--- src/rtl/mas_prog_loader_if.sv ---
// Host-side stream and instruction-memory write bundle for the MAS16bA program loader.
// The host (master) drives the load request and stream; the loader (slave) drives the rest.
interface mas_prog_loader_if #(
    parameter int DATA_W = 16,
    parameter int ADDR_W = 16
);
    logic              start;
    logic [ADDR_W-1:0] len;
    logic [DATA_W-1:0] in_data;
    logic              in_valid;
    logic              in_ready;
    logic              mem_we;
    logic [ADDR_W-1:0] mem_addr;
    logic [DATA_W-1:0] mem_wdata;
    logic              cpu_rst;
    logic              busy;
    logic              done;
    logic [1:0]        err;
    logic [ADDR_W-1:0] word_cnt;

    modport master (
        output start, len, in_data, in_valid,
        input  in_ready, mem_we, mem_addr, mem_wdata, cpu_rst, busy, done, err, word_cnt
    );

    modport slave (
        input  start, len, in_data, in_valid,
        output in_ready, mem_we, mem_addr, mem_wdata, cpu_rst, busy, done, err, word_cnt
    );
endinterface

--- src/rtl/mas_prog_loader.sv ---
// Streaming program loader: writes a word stream into instruction memory from BASE,
// checks an XOR trailer, and holds the core in reset until a verified image is loaded.
module mas_prog_loader #(
    parameter int DATA_W     = 16,
    parameter int ADDR_W     = 16,
    parameter int DEPTH      = 65536,
    parameter int BASE       = 0,
    parameter int RST_CYCLES = 4
) (
    input  logic                clk,
    input  logic                rst,
    mas_prog_loader_if.slave    bus
);
    localparam int CNT_W = (RST_CYCLES > 1) ? $clog2(RST_CYCLES) : 1;
    localparam logic [ADDR_W:0]   DEPTH_X = DEPTH[ADDR_W:0];
    localparam logic [ADDR_W:0]   BASE_X  = BASE[ADDR_W:0];
    localparam logic [ADDR_W:0]   SPAN_X  = {1'b1, {ADDR_W{1'b0}}};
    localparam logic [ADDR_W-1:0] BASE_A  = BASE_X[ADDR_W-1:0];

    typedef enum logic [2:0] {
        IDLE, LOAD, CHECK, RELEASE, RUN, ERR
    } state_t;

    state_t            state_q;
    logic [ADDR_W-1:0] len_q;
    logic [ADDR_W-1:0] word_cnt_q;
    logic [DATA_W-1:0] csum_q;
    logic [1:0]        err_q;
    logic [CNT_W-1:0]  rst_cnt_q;
    logic              in_ready_q;
    logic              mem_we_q;
    logic [ADDR_W-1:0] mem_addr_q;
    logic [DATA_W-1:0] mem_wdata_q;
    logic              cpu_rst_q;
    logic              busy_q;
    logic              done_q;

    logic [ADDR_W:0]   len_ext_d;
    logic [ADDR_W:0]   end_x_d;
    logic              len_bad_d;
    logic              xfer_d;

    // A program is rejected if it exceeds DEPTH or its last word would wrap past the address space.
    assign len_ext_d = {1'b0, bus.len};
    assign end_x_d   = BASE_X + len_ext_d;
    assign len_bad_d = (len_ext_d > DEPTH_X) || ((bus.len != '0) && (end_x_d > SPAN_X));
    assign xfer_d    = bus.in_valid && in_ready_q;

    always_ff @(posedge clk) begin
        if (rst) begin
            state_q     <= IDLE;
            len_q       <= '0;
            word_cnt_q  <= '0;
            csum_q      <= '0;
            err_q       <= 2'b00;
            rst_cnt_q   <= '0;
            in_ready_q  <= 1'b0;
            mem_we_q    <= 1'b0;
            mem_addr_q  <= BASE_A;
            mem_wdata_q <= '0;
            cpu_rst_q   <= 1'b1;
            busy_q      <= 1'b0;
            done_q      <= 1'b0;
        end else begin
            mem_we_q <= 1'b0;
            case (state_q)
                IDLE, RUN, ERR: begin
                    if (bus.start) begin
                        cpu_rst_q <= 1'b1;
                        done_q    <= 1'b0;
                        if (len_bad_d) begin
                            state_q    <= ERR;
                            err_q      <= 2'b10;
                            busy_q     <= 1'b0;
                            in_ready_q <= 1'b0;
                        end else begin
                            len_q      <= bus.len;
                            word_cnt_q <= '0;
                            csum_q     <= '0;
                            err_q      <= 2'b00;
                            busy_q     <= 1'b1;
                            in_ready_q <= 1'b1;
                            state_q    <= (bus.len == '0) ? CHECK : LOAD;
                        end
                    end
                end
                LOAD: begin
                    if (xfer_d) begin
                        mem_we_q    <= 1'b1;
                        mem_addr_q  <= BASE_A + word_cnt_q;
                        mem_wdata_q <= bus.in_data;
                        csum_q      <= csum_q ^ bus.in_data;
                        word_cnt_q  <= word_cnt_q + ADDR_W'(1);
                        if (word_cnt_q + ADDR_W'(1) == len_q) begin
                            state_q <= CHECK;
                        end
                    end
                end
                CHECK: begin
                    // The trailer is consumed here and never reaches memory.
                    if (xfer_d) begin
                        in_ready_q <= 1'b0;
                        if (bus.in_data == csum_q) begin
                            state_q   <= RELEASE;
                            rst_cnt_q <= '0;
                        end else begin
                            state_q <= ERR;
                            err_q   <= 2'b01;
                            busy_q  <= 1'b0;
                        end
                    end
                end
                RELEASE: begin
                    if (rst_cnt_q == CNT_W'(RST_CYCLES - 1)) begin
                        state_q   <= RUN;
                        cpu_rst_q <= 1'b0;
                        done_q    <= 1'b1;
                        busy_q    <= 1'b0;
                    end else begin
                        rst_cnt_q <= rst_cnt_q + CNT_W'(1);
                    end
                end
                default: state_q <= IDLE;
            endcase
        end
    end

    assign bus.in_ready  = in_ready_q;
    assign bus.mem_we    = mem_we_q;
    assign bus.mem_addr  = mem_addr_q;
    assign bus.mem_wdata = mem_wdata_q;
    assign bus.cpu_rst   = cpu_rst_q;
    assign bus.busy      = busy_q;
    assign bus.done      = done_q;
    assign bus.err       = err_q;
    assign bus.word_cnt  = word_cnt_q;
endmodule
--- src/flat_wrapper.sv ---
// flat-port wrapper written by rule: the top's interface ports become plain ports
module mas_prog_loader_flat 
#(
    parameter int DATA_W     = 16,
    parameter int ADDR_W     = 16,
    parameter int DEPTH      = 65536,
    parameter int BASE       = 0,
    parameter int RST_CYCLES = 4
)
  (clk, rst, bus_start, bus_len, bus_in_data, bus_in_valid, bus_in_ready, bus_mem_we, bus_mem_addr, bus_mem_wdata, bus_cpu_rst, bus_busy, bus_done, bus_err, bus_word_cnt);
  mas_prog_loader_if #(.DATA_W(DATA_W), .ADDR_W(ADDR_W)) bus_i ();
  input  logic clk;
  input  logic rst;
  input wire logic [$bits(bus_i.start)-1:0] bus_start;
  input wire logic [$bits(bus_i.len)-1:0] bus_len;
  input wire logic [$bits(bus_i.in_data)-1:0] bus_in_data;
  input wire logic [$bits(bus_i.in_valid)-1:0] bus_in_valid;
  output wire logic [$bits(bus_i.in_ready)-1:0] bus_in_ready;
  output wire logic [$bits(bus_i.mem_we)-1:0] bus_mem_we;
  output wire logic [$bits(bus_i.mem_addr)-1:0] bus_mem_addr;
  output wire logic [$bits(bus_i.mem_wdata)-1:0] bus_mem_wdata;
  output wire logic [$bits(bus_i.cpu_rst)-1:0] bus_cpu_rst;
  output wire logic [$bits(bus_i.busy)-1:0] bus_busy;
  output wire logic [$bits(bus_i.done)-1:0] bus_done;
  output wire logic [$bits(bus_i.err)-1:0] bus_err;
  output wire logic [$bits(bus_i.word_cnt)-1:0] bus_word_cnt;
  assign bus_i.start = bus_start;
  assign bus_i.len = bus_len;
  assign bus_i.in_data = bus_in_data;
  assign bus_i.in_valid = bus_in_valid;
  assign bus_in_ready = bus_i.in_ready;
  assign bus_mem_we = bus_i.mem_we;
  assign bus_mem_addr = bus_i.mem_addr;
  assign bus_mem_wdata = bus_i.mem_wdata;
  assign bus_cpu_rst = bus_i.cpu_rst;
  assign bus_busy = bus_i.busy;
  assign bus_done = bus_i.done;
  assign bus_err = bus_i.err;
  assign bus_word_cnt = bus_i.word_cnt;
  mas_prog_loader #(.DATA_W(DATA_W), .ADDR_W(ADDR_W), .DEPTH(DEPTH), .BASE(BASE), .RST_CYCLES(RST_CYCLES)) u_core (.clk(clk), .rst(rst), .bus(bus_i));
endmodule
--- config.mk ---
export PLATFORM = sky130hd
export DESIGN_NAME = mas_prog_loader_flat
export DESIGN_NICKNAME = d
export VERILOG_FILES = /design/src/rtl/mas_prog_loader_if.sv /design/src/rtl/mas_prog_loader.sv /design/src/flat_wrapper.sv
export SDC_FILE = /design/constraint.sdc
export NUM_CORES = 1
export LEC_CHECK = 0
export ABC_AREA = 1
export CAP_MARGIN = 5
export CELL_PAD_IN_SITES_DETAIL_PLACEMENT = 0
export CELL_PAD_IN_SITES_GLOBAL_PLACEMENT = 1
export CORE_MARGIN = 4
export CORE_UTILIZATION = 35
export CTS_CLUSTER_SIZE = 24
export DETAILED_ROUTE_END_ITERATION = 7
export PLACE_DENSITY = 0.83
export SLEW_MARGIN = 30
export SYNTH_ARGS = -nofsm -noshare
export SYNTH_HDL_FRONTEND = slang
export SYNTH_SLANG_ARGS = --single-unit
export TNS_END_PERCENT = 100
--- constraint.sdc ---
create_clock -name clk -period 2.1 [get_ports clk]
set_input_delay 0.42 -clock clk [delete_from_list [all_inputs] [get_ports clk]]
set_output_delay 0.42 -clock clk [all_outputs]
set_load 0.02 [all_outputs]
# Yosys cells after proc, flatten, opt, wreduce, memory -nomap -nowiden
# Index checks and enable logic that the tools add are counted.
[totals]
regBits = 92
input_bits = 36
output_inout_bits = 55
wordCells = 96
[op_classes]
order_cmp = 1
n_mux = 38
bitwise_logic = 3
eq_ne = 17
n_addsub = 2
reduce_logical = 22
[op_table]
columns = ["op", "n"]
rows = [
  ["two-way mux 16 bit", 4],
  ["case mux 16 bit (2 select lines)", 2],
  ["== test 16 bit", 2],
  ["two-way mux 3 bit", 7],
  ["> comparator 16 x 17 -> 1 bit, second input constant", 1],
  ["adder 16 x 1 -> 16 bit, second input constant", 1],
  ["zero test 16 bit", 1],
  ["two-way mux 2 bit", 8],
  ["nonzero test 16 bit", 1],
  ["XOR 16 bit", 1],
  ["case mux 3 bit (4 select lines)", 1],
  ["AND reduction 4 bit", 3],
  ["two-way mux 1 bit", 10],
  ["inequality test 2 x 1 -> 1 bit, second input constant", 5],
  ["AND reduction 5 bit", 2],
  ["AND reduction 3 bit", 3],
  ["inequality test 2 bit, second input constant", 4],
  ["case mux 2 bit (2 select lines)", 2],
  ["nonzero test 2 bit", 4],
  ["== test 3 x 2 -> 1 bit, second input constant", 2],
  ["== test 3 bit, second input constant", 2],
  ["case mux 1 bit (2 select lines)", 3],
  ["== test 3 x 1 -> 1 bit, second input constant", 1],
  ["zero test 3 bit", 1],
  ["10 further kinds", 12],
]

# Longest topological paths before layout
[logic_depth]
depth_word = 6
ltp_mapped = 17
depth_no_buf = 17

# Worst setup path before layout
# No wires, ideal clock.
[synth_path]
kind = "register to register"
start = "reg u_core.word_cnt_q[0] (netlist: u_core.bus.word_cnt[0])"
end = "reg u_core.state_q[0]"
setup_ns = 0.113
synth_period_minus_slack_ns = 1.958
t_required_ns = 1.987
slack_ns = 0.142
path_stages_with_launch = 15
path_buffers = 0
arrival_ns = 1.845
cell_sequence = "dfxtp_1 -> ha_1 -> nand2_1 -> nor2_4 -> nand2_2 -> o21bai_2 -> nand3_1 -> nand2_1 -> nand2_1 -> nor2_1 -> nand3_1 -> nand2_1 -> nand2_2 -> nor2_1 -> nor2_1"
[synth_between]
elab_chain_len = 4
[synth_rtl]
columns = ["element", "line_no", "text"]
rows = [
  ["from (decl)", "mas_prog_loader.sv:26", "logic [ADDR_W-1:0] word_cnt_q;"],
  ["from (signal assigned)", "mas_prog_loader.sv:93", "word_cnt_q <= word_cnt_q + ADDR_W'(1);"],
  ["adder 16 x 1 -> 16 bit", "mas_prog_loader.sv:94", "if (word_cnt_q + ADDR_W'(1) == len_q) begin"],
  ["== test 16 bit", "mas_prog_loader.sv:94", ""],
  ["inequality test 2 x 1 -> 1 bit (no source line)", "-", ""],
  ["AND reduction 5 bit (no source line)", "-", ""],
  ["to (signal assigned)", "mas_prog_loader.sv:83", "state_q <= (bus.len == '0) ? CHECK : LOAD;"],
  ["to (decl)", "mas_prog_loader.sv:24", "state_t state_q;"],
]
# No other way between the ends.
# A chain may end at the register's enable or synchronous reset.

# Worst setup path in the final report
[layout_path]
start = "reg u_core.word_cnt_q[1] (netlist: u_core.bus.word_cnt[1])"
end = "reg u_core.state_q[2]"
# Same word-level chain as after synthesis.

==> results.py <==
metrics = {
    "cts": {
        "postCtsHoldBufs": 0,
        "numClockSinks": 91,
        "cts_buffers": 9,
        "root_buffer": "clkbuf_16",
        "clock_path_buffers": 2,
        "cts_tree": "yes",
        "clk_pin_slew_ps": 80,
        "worstSkewPairLatency_ps": 340,
        "htree_levels": 3,
    },
    "floorplanning": {
        "start_util_pct": 35.6,
        "rows": 40,
        "die_area_um2": 14000,
        "die_h_um": 118,
        "die_w_um": 118,
        "io_pins": 91,
        "core_um2": 12000,
    },
    "power": {
        "max-vdd-ir-drop_mv": 0.788,
        "p_total_mw": 6.31,
        "p_per_area_nw_per_um2": 1060,
        "power.leakage_nw": 2.30,
    },
    "placement": {
        "port_buffers": 89,
        "place.gp.congestion": 0.868,
        "place_hpwl_um": 8750,
        "dpl_worst_slack_ps": -228,
    },
    "run_status": {
        "status": "finished, final reports clean",
    },
    "synth": {
        "synth_commonest_cells": "nand2_1, dfxtp_1, nor2_1, a21oi_1, o21ai_0",
        "yosys.cell_types.count": 34,
        "syn_nets": 632,
        "postSynthCellCount": 594,
        "yosysTopAreaCell": "dfxtp_1",
        "yosys.cell_count.top_type": "nand2_1",
        "synth_area_um2": 4260,
        "yosys_warnings": 0,
        "async_flop_share_pct": 0,
        "ys_seq_area_share_pct": 42.8,
        "synth_edf_count": 0,
        "synth_ff_type": "dfxtp_1",
        "yosys.area.top_type_share_pct": 42.8,
        "synth_area_leaders": "dfxtp_1, nand2_1, a21oi_1",
        "synth.avg_cell_area_um2": 7.17,
        "synth-seq-cells": 91,
    },
    "sta": {
        "max_freq_mhz": 508,
        "fin_crit_sh_pct": 93.8,
        "layout_setup_ws_ps": 130,
        "min_period_ps": 1970,
        "hold_violations": 0,
        "setup_viol": 0,
        "rsz0062_at_grt": "yes",
        "fin_skew_ps": 10.0,
        "slew_violations": 0,
    },
    "critical_path": {
        "cp_common_cell": "nand2_1",
        "start_kind": "flip-flop",
        "worstSetupPathType": "flip-flop to flip-flop",
        "cp_slowest_cell": "dfxtp_4",
        "crit_buf_inv": 0,
        "cp_max_fo": 6,
        "required_ps": 2370,
        "cp-end-kind": "flip-flop",
        "crit_arrival_ps": 2240,
        "cp_cell_sequence": "ha_4 -> nand2_2 -> nor2_4 -> nand3_1 -> xnor3_1 -> nand2_1 -> nor2_1 -> nand3_1 -> nand2_1 -> nand2_2 -> nand2_1 -> nand2_1 -> nor2_1",
        "cp_top_family": "simple AND/OR/NAND/NOR gates",
        "max_stage_delay_ps": 380,
    },
    "detailed_routing": {
        "drtIter0Drc": 211,
        "routed_wl_um": 12200,
        "ant_nets": 0,
        "drc": 0,
        "dr.pass1.iters": 5,
        "viasPerCell": 4.96,
        "vias": 4245,
        "wl_per_cell_um": 14.3,
    },
    "cells_and_area": {
        "fin_nets": 742,
        "n_antenna_cell": 0,
        "multiInputGateArea_um2": 2220,
        "area_growth_syn_to_layout_pct": 39.6,
        "nFillCells": 1149,
        "final_util_pct": 49.7,
        "seqCellArea_um2": 1840,
        "drive_gt1_share_pct": 15.2,
    },
    "worst_hold_path": {
        "min_path_type": "flip-flop to flip-flop",
    },
    "grt": {
        "grt.total_usage_pct": 17.7,
        "antenna_found_initial": 0,
        "grt-ovfl-total": 0,
        "grt_max_degree": 48,
        "grt_pass1_wl_um": 20600,
        "grt_pass1_vias": 4280,
    },
    "job": {
        "maxCapViolations": 0,
    },
}
-- registers in the layout, summed over array words and instances, names as in the netlist --
name / cells
u_core.bus.busy: 1
u_core.bus.in_ready: 1
u_core.csum_q: 16
u_core.len_q: 16
u_core.bus.mem_wdata: 16
u_core.state_q: 3
u_core.bus.err: 1
u_core.bus.word_cnt: 16
u_core.bus.mem_we: 1
u_core.bus.done: 1
u_core.rst_cnt_q: 2
u_core.bus.cpu_rst: 1
u_core.bus.mem_addr: 16
-- worst register-to-register path: stages (launching register included) --
cell and delay, ps:
dfxtp_4 380, ha_4 150, nand2_2 90, nor2_4 170, nand3_1 180, xnor3_1 240
nand2_1 70, nor2_1 120, nand3_1 110, nand2_1 110, nand2_2 80, nand2_1 80
nand2_1 40, nor2_1 90
-- final cells by class --
cell class / count / share of cell area (%)
clock buffers: 9 / 3.79
clock inverters: 7 / 1.20
inverters: 50 / 3.24
multi-input cells: 429 / 37.4
flip-flops and latches: 91 / 31.0
well taps: 147 / 3.09
repair buffers: 123 / 20.3
-- per-stage QoR --
step	std cells	area, um^2	hold WS, ps	TNS (ps)
final	856	5950	466	0
after detailed placement	833	5440	464	-6680
after CTS	850	5750	473	0
after floorplan	594	4260	444	0
after global placement	833	5440	454	-3650
after global routing	856	5950	490	-137
-- repair_timing --
action / 4_1_cts / 5_1_grt
gates resized for setup: 3 / 41
cloned: 1 / 0
setup buffers: 0 / 6
pin swaps: 2 / 15
endpoints found under the setup margin: 5 / 53
-- where the power goes --
part	switching (mW)	internal, mW
Sequential	0.168	2.02
Clock	0.762	0.836
Combinational	1.48	1.04
-- worst paths after layout --
path | slack, ps | start | cells past startpoint | to
setup / recovery | 130 | u_core.bus.word_cnt[1] | 13 | u_core.state_q[2]
hold / removal | 470 | u_core.bus.done | 2 | u_core.bus.done
setup reg to reg | 130 | u_core.bus.word_cnt[1] | 13 | u_core.state_q[2]
hold reg to reg | 470 | u_core.bus.done | 2 | u_core.bus.done
-- cell usage in the layout (no fill, tap or decap), drive strengths merged, types with 9 or more instances in the layout --
cell type,Yosys,layout
nand2,125,125
dfxtp,91,91
nor2,90,91
clkdlybuf4s50,0,89
a21oi,61,61
inv,49,53
o21ai,51,51
nand3,37,37
buf,11,34
xnor2,19,19
or2,16,16
nand4,10,10
clkbuf,14,9
-- cell families after synthesis --
logic type,count (synthesis),share of synthesized area (%)
buffers and inverters,75,7.17
AND/OR/NAND/NOR,284,29.5
AO/OA/AOI/OAI,119,14.7
adder cells (fa/ha/maj),2,0.587
XOR/XNOR,22,5.17
other,1,0.0880
flip-flops,91,42.8
-- routing by layer --
layer	GRT usage [%]	wire length, um	vias up
met5	0	0	-
met4	4.47	148	0
met3	4.02	687	12
met2	29.9	5640	126
met1	22.9	5770	1959
li1	-	-	2148
No activity file was read; power rests on OpenSTA's default activity.
